--- config.mk ---
export PLATFORM = sky130hd
export DESIGN_NAME = tdm_demux4
export DESIGN_NICKNAME = d
export VERILOG_FILES = /design/src/rtl/tdm_demux4.sv
export SDC_FILE = /design/constraint.sdc
export NUM_CORES = 1
export LEC_CHECK = 0
export CAP_MARGIN = 25
export CORE_ASPECT_RATIO = 0.9
export CORE_MARGIN = 4
export CORE_UTILIZATION = 43
export CTS_BUF_LIST = sky130_fd_sc_hd__clkbuf_2
export DETAILED_ROUTE_END_ITERATION = 6
export GPL_TIMING_DRIVEN = 0
export PLACE_DENSITY = 0.71
export SETUP_SLACK_MARGIN = 0.4
export SLEW_MARGIN = 20
export SYNTH_ARGS = -nofsm -noshare
export SYNTH_HDL_FRONTEND = slang
export SYNTH_SLANG_ARGS = --single-unit
--- constraint.sdc ---
create_clock -name clk -period 2.15 [get_ports clk]
set_clock_uncertainty 0.2 [all_clocks]
set_input_delay 0.43 -clock clk [delete_from_list [all_inputs] [get_ports clk]]
set_output_delay 0.43 -clock clk [all_outputs]
set_load 0.05 [all_outputs]
--- src/rtl/tdm_demux4.sv ---
// tdm_demux4 - receive-side time-division demultiplexer.
// A stream of W-bit samples arrives one per slot. frame_sync marks slot 0
// of each 4-slot frame. Slots 0..2 are held in staging registers. When slot 3
// arrives, all four slots are published together on p0..p3. The block also
// tracks frame alignment, flags sync errors, and counts frames and errors.
//
// Ports:
//   clk        rising-edge clock
//   rst        synchronous active-high reset
//   din        W-bit sample for the current slot
//   din_vld    din/frame_sync are meaningful this cycle
//   frame_sync marks the current sample as slot 0
//   p0..p3     last complete frame, slots 0..3
//   frame_vld  one-cycle pulse when p0..p3 were just updated
//   slot_vld   one-hot strobe, bit k = slot-k sample accepted
//   locked     aligned to the frame structure
//   sync_err   one-cycle pulse on an alignment error
//   frame_cnt  completed frames, wrapping
//   err_cnt    sync errors, saturating at all-ones
module tdm_demux4 #(
  parameter int unsigned W     = 2,
  parameter int unsigned CNT_W = 8,
  parameter int unsigned ERR_W = 4
) (
  input  logic             clk,
  input  logic             rst,
  input  logic [W-1:0]     din,
  input  logic             din_vld,
  input  logic             frame_sync,
  output logic [W-1:0]     p0,
  output logic [W-1:0]     p1,
  output logic [W-1:0]     p2,
  output logic [W-1:0]     p3,
  output logic             frame_vld,
  output logic [3:0]       slot_vld,
  output logic             locked,
  output logic             sync_err,
  output logic [CNT_W-1:0] frame_cnt,
  output logic [ERR_W-1:0] err_cnt
);

  typedef enum logic {HUNT, LOCK} state_t;

  state_t           r_state, w_state;
  logic [1:0]       r_slot, w_slot;
  logic [W-1:0]     r_s0, r_s1, r_s2, w_s0, w_s1, w_s2;
  logic [W-1:0]     r_p0, r_p1, r_p2, r_p3, w_p0, w_p1, w_p2, w_p3;
  logic             r_frame_vld, w_frame_vld;
  logic [3:0]       r_slot_vld, w_slot_vld;
  logic             r_sync_err, w_sync_err;
  logic [CNT_W-1:0] r_frame_cnt, w_frame_cnt;
  logic [ERR_W-1:0] r_err_cnt, w_err_cnt;

  always_ff @(posedge clk) begin
    if (rst) begin
      r_state     <= HUNT;
      r_slot      <= '0;
      r_s0        <= '0;
      r_s1        <= '0;
      r_s2        <= '0;
      r_p0        <= '0;
      r_p1        <= '0;
      r_p2        <= '0;
      r_p3        <= '0;
      r_frame_vld <= 1'b0;
      r_slot_vld  <= '0;
      r_sync_err  <= 1'b0;
      r_frame_cnt <= '0;
      r_err_cnt   <= '0;
    end else begin
      r_state     <= w_state;
      r_slot      <= w_slot;
      r_s0        <= w_s0;
      r_s1        <= w_s1;
      r_s2        <= w_s2;
      r_p0        <= w_p0;
      r_p1        <= w_p1;
      r_p2        <= w_p2;
      r_p3        <= w_p3;
      r_frame_vld <= w_frame_vld;
      r_slot_vld  <= w_slot_vld;
      r_sync_err  <= w_sync_err;
      r_frame_cnt <= w_frame_cnt;
      r_err_cnt   <= w_err_cnt;
    end
  end

  always_comb begin
    w_state     = r_state;
    w_slot      = r_slot;
    w_s0        = r_s0;
    w_s1        = r_s1;
    w_s2        = r_s2;
    w_p0        = r_p0;
    w_p1        = r_p1;
    w_p2        = r_p2;
    w_p3        = r_p3;
    w_frame_vld = 1'b0;
    w_slot_vld  = '0;
    w_sync_err  = 1'b0;
    w_frame_cnt = r_frame_cnt;

    if (din_vld) begin
      if (r_state == HUNT) begin
        // Unsynced samples are silently dropped while hunting.
        if (frame_sync) begin
          w_s0       = din;
          w_slot     = 2'd1;
          w_slot_vld = 4'b0001;
          w_state    = LOCK;
        end
      end else if (frame_sync) begin
        // A sync mid-frame restarts the frame at this sample. Lock is kept.
        w_sync_err = (r_slot != 2'd0);
        w_s0       = din;
        w_slot     = 2'd1;
        w_slot_vld = 4'b0001;
      end else if (r_slot == 2'd0) begin
        w_sync_err = 1'b1;
        w_state    = HUNT;
        w_slot     = 2'd0;
      end else if (r_slot == 2'd3) begin
        w_p0        = r_s0;
        w_p1        = r_s1;
        w_p2        = r_s2;
        w_p3        = din;
        w_frame_vld = 1'b1;
        w_slot_vld  = 4'b1000;
        w_slot      = 2'd0;
        w_frame_cnt = r_frame_cnt + 1'b1;
      end else begin
        if (r_slot == 2'd1) begin
          w_s1 = din;
        end else begin
          w_s2 = din;
        end
        w_slot_vld = 4'b0001 << r_slot;
        w_slot     = r_slot + 2'd1;
      end
    end

    w_err_cnt = r_err_cnt;
    if (w_sync_err && (r_err_cnt != '1)) begin
      w_err_cnt = r_err_cnt + 1'b1;
    end
  end

  assign p0        = r_p0;
  assign p1        = r_p1;
  assign p2        = r_p2;
  assign p3        = r_p3;
  assign frame_vld = r_frame_vld;
  assign slot_vld  = r_slot_vld;
  assign locked    = (r_state == LOCK);
  assign sync_err  = r_sync_err;
  assign frame_cnt = r_frame_cnt;
  assign err_cnt   = r_err_cnt;

endmodule

# Word-level counts from Yosys, hierarchy flattened
# Index checks and enable logic that the tools add are counted.
# word_totals
wordCells	57
output_inout_bits	27
input_bits	6
reg_bits	35
# classes
n_bitwise	6
add_sub_neg	3
n_mux	19
eq_ne	3
shifts	1
n_reduce_logical	11
# ops
op	count
$mux 4	4
$reduce_and 6->1	2
$mux 1	10
$mux 2	5
$add 8x1->8 const B	1
$not 1->1	6
$reduce_and 5->1	1
$reduce_or 5->1	1
$add 4x1->4 const B	1
$ne 4x4->1 const B	1
$reduce_and 2->1	2
$reduce_bool 2->1	2
$shl 1x2->4 const A	1
$add 2x1->2 const B	1
$eq 2x1->1 const B	1
$eq 2x2->1 const B	1
$logic_not 2->1	1
$reduce_or 2->1	1
$logic_and 1x1->1	1

# Logic depth before layout (Yosys ltp)
# depth
depth_word	6
depth_mapped	8
mapped_depth_nobuf	7

# Least setup slack after synthesis
# Ideal clock, no wire load.
# synth_path
path_kind	register to register
from	register r_slot[0]
to	register r_frame_cnt[7] (netlist: frame_cnt[7])
period_less_slack_ns	1.956
t_arrival_ns	1.632
path_stages_with_launch	8
n_path_buf	0
setup_ns	0.123
t_required_ns	1.827
slack_ns	0.194
path_cell_list	dfxtp_1 -> inv_1 -> ha_1 -> inv_1 -> ha_1 -> nand3_2 -> nor4_1 -> mux2_1
# synth_between
elab_chain_len	3
elab_cells_between_ends	4
cone_classes	1 x eq/ne; 1 x bitwise; 2 x reduce/logical
# synth_lines
item	line_no	source
start: declaration	45	logic [1:0] r_slot, w_slot;
start signal: assignment	72	r_slot <= w_slot;
$logic_not 2->1	118	end else if (r_slot == 2'd0) begin
$not 1->1 (no line)	--	
$reduce_and 5->1 (no line) *	--	
end signal: assignment	83	r_frame_cnt <= w_frame_cnt;
end: declaration	51	logic [CNT_W-1:0] r_frame_cnt, w_frame_cnt;
# Every way passes the cells marked *; elsewhere a longest branch is shown, timed or not.
# A chain may end at the register's enable or synchronous reset.

# Worst setup path after layout
# layout_path
from	register r_slot[1]
to	register r_frame_cnt[3] (netlist: frame_cnt[3])
# The elaborated chain is that of the path after synthesis.

==> impl_metrics.toml <==
[status]
status = "finished clean"

[final_layout]
fillers = 282
seq_area_um2 = 696
largest_register_ffs = 8
final_common_cell = "dfxtp_1"
final_cell_mix = "dfxtp_1, nand2_1, a21oi_1, buf_2, buf_4"
layout-drive-gt1-share_pct = 37.5
layout-area-overhead-vs-synth_pct = 36.9
nets = 230
utilization_pct = 63.4
multi_input_area_um2 = 836
diodes = 0

[grt]
grt_pass1_vias = 1243
grt_pass1_wl_um = 5800
antenna_found_initial = 0
grt_use_total_pct = 16.2
grt-ovfl-total = 0
grt_max_degree = 11

[synth]
yosysWarningCount = 0
synthXorXnorAreaFrac_pct = 0.598
synth_top_family_by_area = "simple AND/OR/NAND/NOR gates"
synthMuxAreaShare_pct = 2.14
synthFlopType = "dfxtp_1"
syn_inst = 167
synthAdderAreaFrac_pct = 6.84
synth.distinct_cells = 31
synth-async-reset-ratio_pct = 0
synth_area_per_cell_um2 = 8.77
synth_edf_count = 0
ys_ff_latch = 34
synth_nets = 181
syn_area_um2 = 1460
synth_compound_area_share_pct = 14.0
yosys.area_share.simple_pct = 24.7
ys_seq_area_share_pct = 46.5

[route]
drt_pass1_iterations = 4
drt_iter0_drc = 34
wl_per_cell_um = 13.5
viasPerCell = 5.28
wl_um = 3500
ant_nets = 0
drc = 0
vias = 1361

[timing]
tns_ps = 0
fin_ws_ps = 318
finalCritPeriodShare_pct = 85.2
rsz0062_at_grt = "yes"
maxSlewHeadroom_pct = 63.8
hold_violations = 0
maxSlewViolCount = 0
fmax_ghz = 0.546
min_period_ps = 1830
setup_violations = 0
tightestPinTransition_ps = 543

[worst_setup_path]
cp-start-kind = "flip-flop"
worstSetupEndpointType = "flip-flop"
max_stage_delay_ps = 400
path_common_cell = "ha_4"
crit_arrival_ps = 1930
crit_fanout = 7
cp_data_required_time_ps = 2250
path_class = "flip-flop to flip-flop"
crit_slowest_cell = "dfxtp_4"
path_cells = "inv_4, ha_4, inv_2, ha_4, nand4_4, buf_6, or3_4, a21oi_2"
ff2ff_path_depth = 8

[die]
rows = 19
start_util_pct = 46.3
die_h_um = 63.4
ios = 33
die_area_um2 = 4400
core_um2 = 3160
die-width_um = 69.5

[cts]
root_buffer = "clkbuf_2"
clock_sinks = 34
cts_tree = "done"
clkTransAtPathRegs_ps = 160
clock_path_buffers = 2
numCtsBuffers = 5
clk_latency_ps = 360
htreeDepth = 2

[placement]
pre_cts_ws_ps = -276
place_hpwl_um = 2430
port_buffers = 31
gp_congestion = 0.772

[hold_path]
worstHoldPathType = "flip-flop to flip-flop"
hold_depth = 2

[pwr]
p_leak_nw = 0.802
ir_drop_uv = 398
p_per_area_nw_per_um2 = 517

[run]
maxCapViolations = 0
-- per-stage QoR --
step | hold WS [ps] | std cells | area (µm²) | power, mW
2_1_floorplan | 232 | 167 | 1500 | 0.717
3_3_place_gp | 243 | 240 | 1860 | 0.747
3_5_place_dp | 246 | 240 | 1860 | 0.750
4_1_cts | 267 | 252 | 1930 | 1.04
5_1_grt | 284 | 258 | 2000 | 1.08
6_report | 262 | 258 | 2000 | 1.04
-- worst max-delay path, delay by kind of cell (launching register included) --
family	cells	cell delay (ps)
AOI/OAI and AO/OA	1	130
adders and majority gates	2	320
and+or+nand+nor	2	470
DFF	1	400
buffers and inverters	3	260
-- logic make-up after synthesis --
family / count (synthesis)
compound gates: 37
xor+xnor: 1
fa+ha+maj: 8
buf+inv: 17
flops: 34
mux: 3
simple gates: 67
-- per-layer routing --
metal | global-route usage [%] | vias to the layer above | wire length (µm)
met2 | 26.0 | 38 | 1650
met5 | 0 | - | 0
met4 | 5.37 | 0 | 31
met1 | 20.8 | 640 | 1580
met3 | 4.93 | 4 | 236
li1 | - | 679 | -
-- worst paths after layout --
kind / startpoint / to / slack [ps]
setup / recovery: r_slot[1] / frame_cnt[3] / 320
hold / removal: r_s0[1] / p0[1] / 260
setup reg to reg: r_slot[1] / frame_cnt[3] / 320
hold reg to reg: r_s0[1] / p0[1] / 260
-- area by class of cell --
type / instances / area share [%]
timing repair buffer: 42 / 14.7
multi-input combinational: 116 / 41.7
tap: 42 / 2.62
sequential: 34 / 34.7
inverter: 8 / 1.62
buffer: 9 / 2.93
clock buffer: 7 / 1.75
-- cells in the mapped netlist (2+ instances only) --
library cell / number / area (µm²)
dfxtp_1: 34 / 681
a21oi_1: 24 / 120
nand2_1: 24 / 90.1
ha_1: 8 / 100
inv_1: 8 / 30.0
nand3_1: 8 / 40.0
nor2_1: 6 / 22.5
and3_1: 5 / 31.3
clkbuf_1: 5 / 18.8
o21ai_0: 5 / 25.0
o31ai_1: 5 / 37.5
or3_1: 5 / 31.3
nand2b_1: 4 / 25.0
buf_4: 3 / 22.5
nor3_1: 3 / 15.0
mux2i_1: 2 / 20.0
nand3_2: 2 / 20.0
nor2b_1: 2 / 12.5
or4_1: 2 / 15.0
-- timing repair --
item | CTS | global route
endpoints found under the setup margin | 47 | 34
pin swaps | 13 | 11
hold buffers | 0 | 0
resized for setup | 116 | 44
setup buffers | 5 | 6
-- report_power, final --
group | total [mW] | internal (mW) | switching (mW)
logic | 0.112 | 0.0435 | 0.0683
clock network | 0.285 | 0.0848 | 0.200
registers | 0.641 | 0.636 | 0.00422
Power figures use the tool's default switching activity.
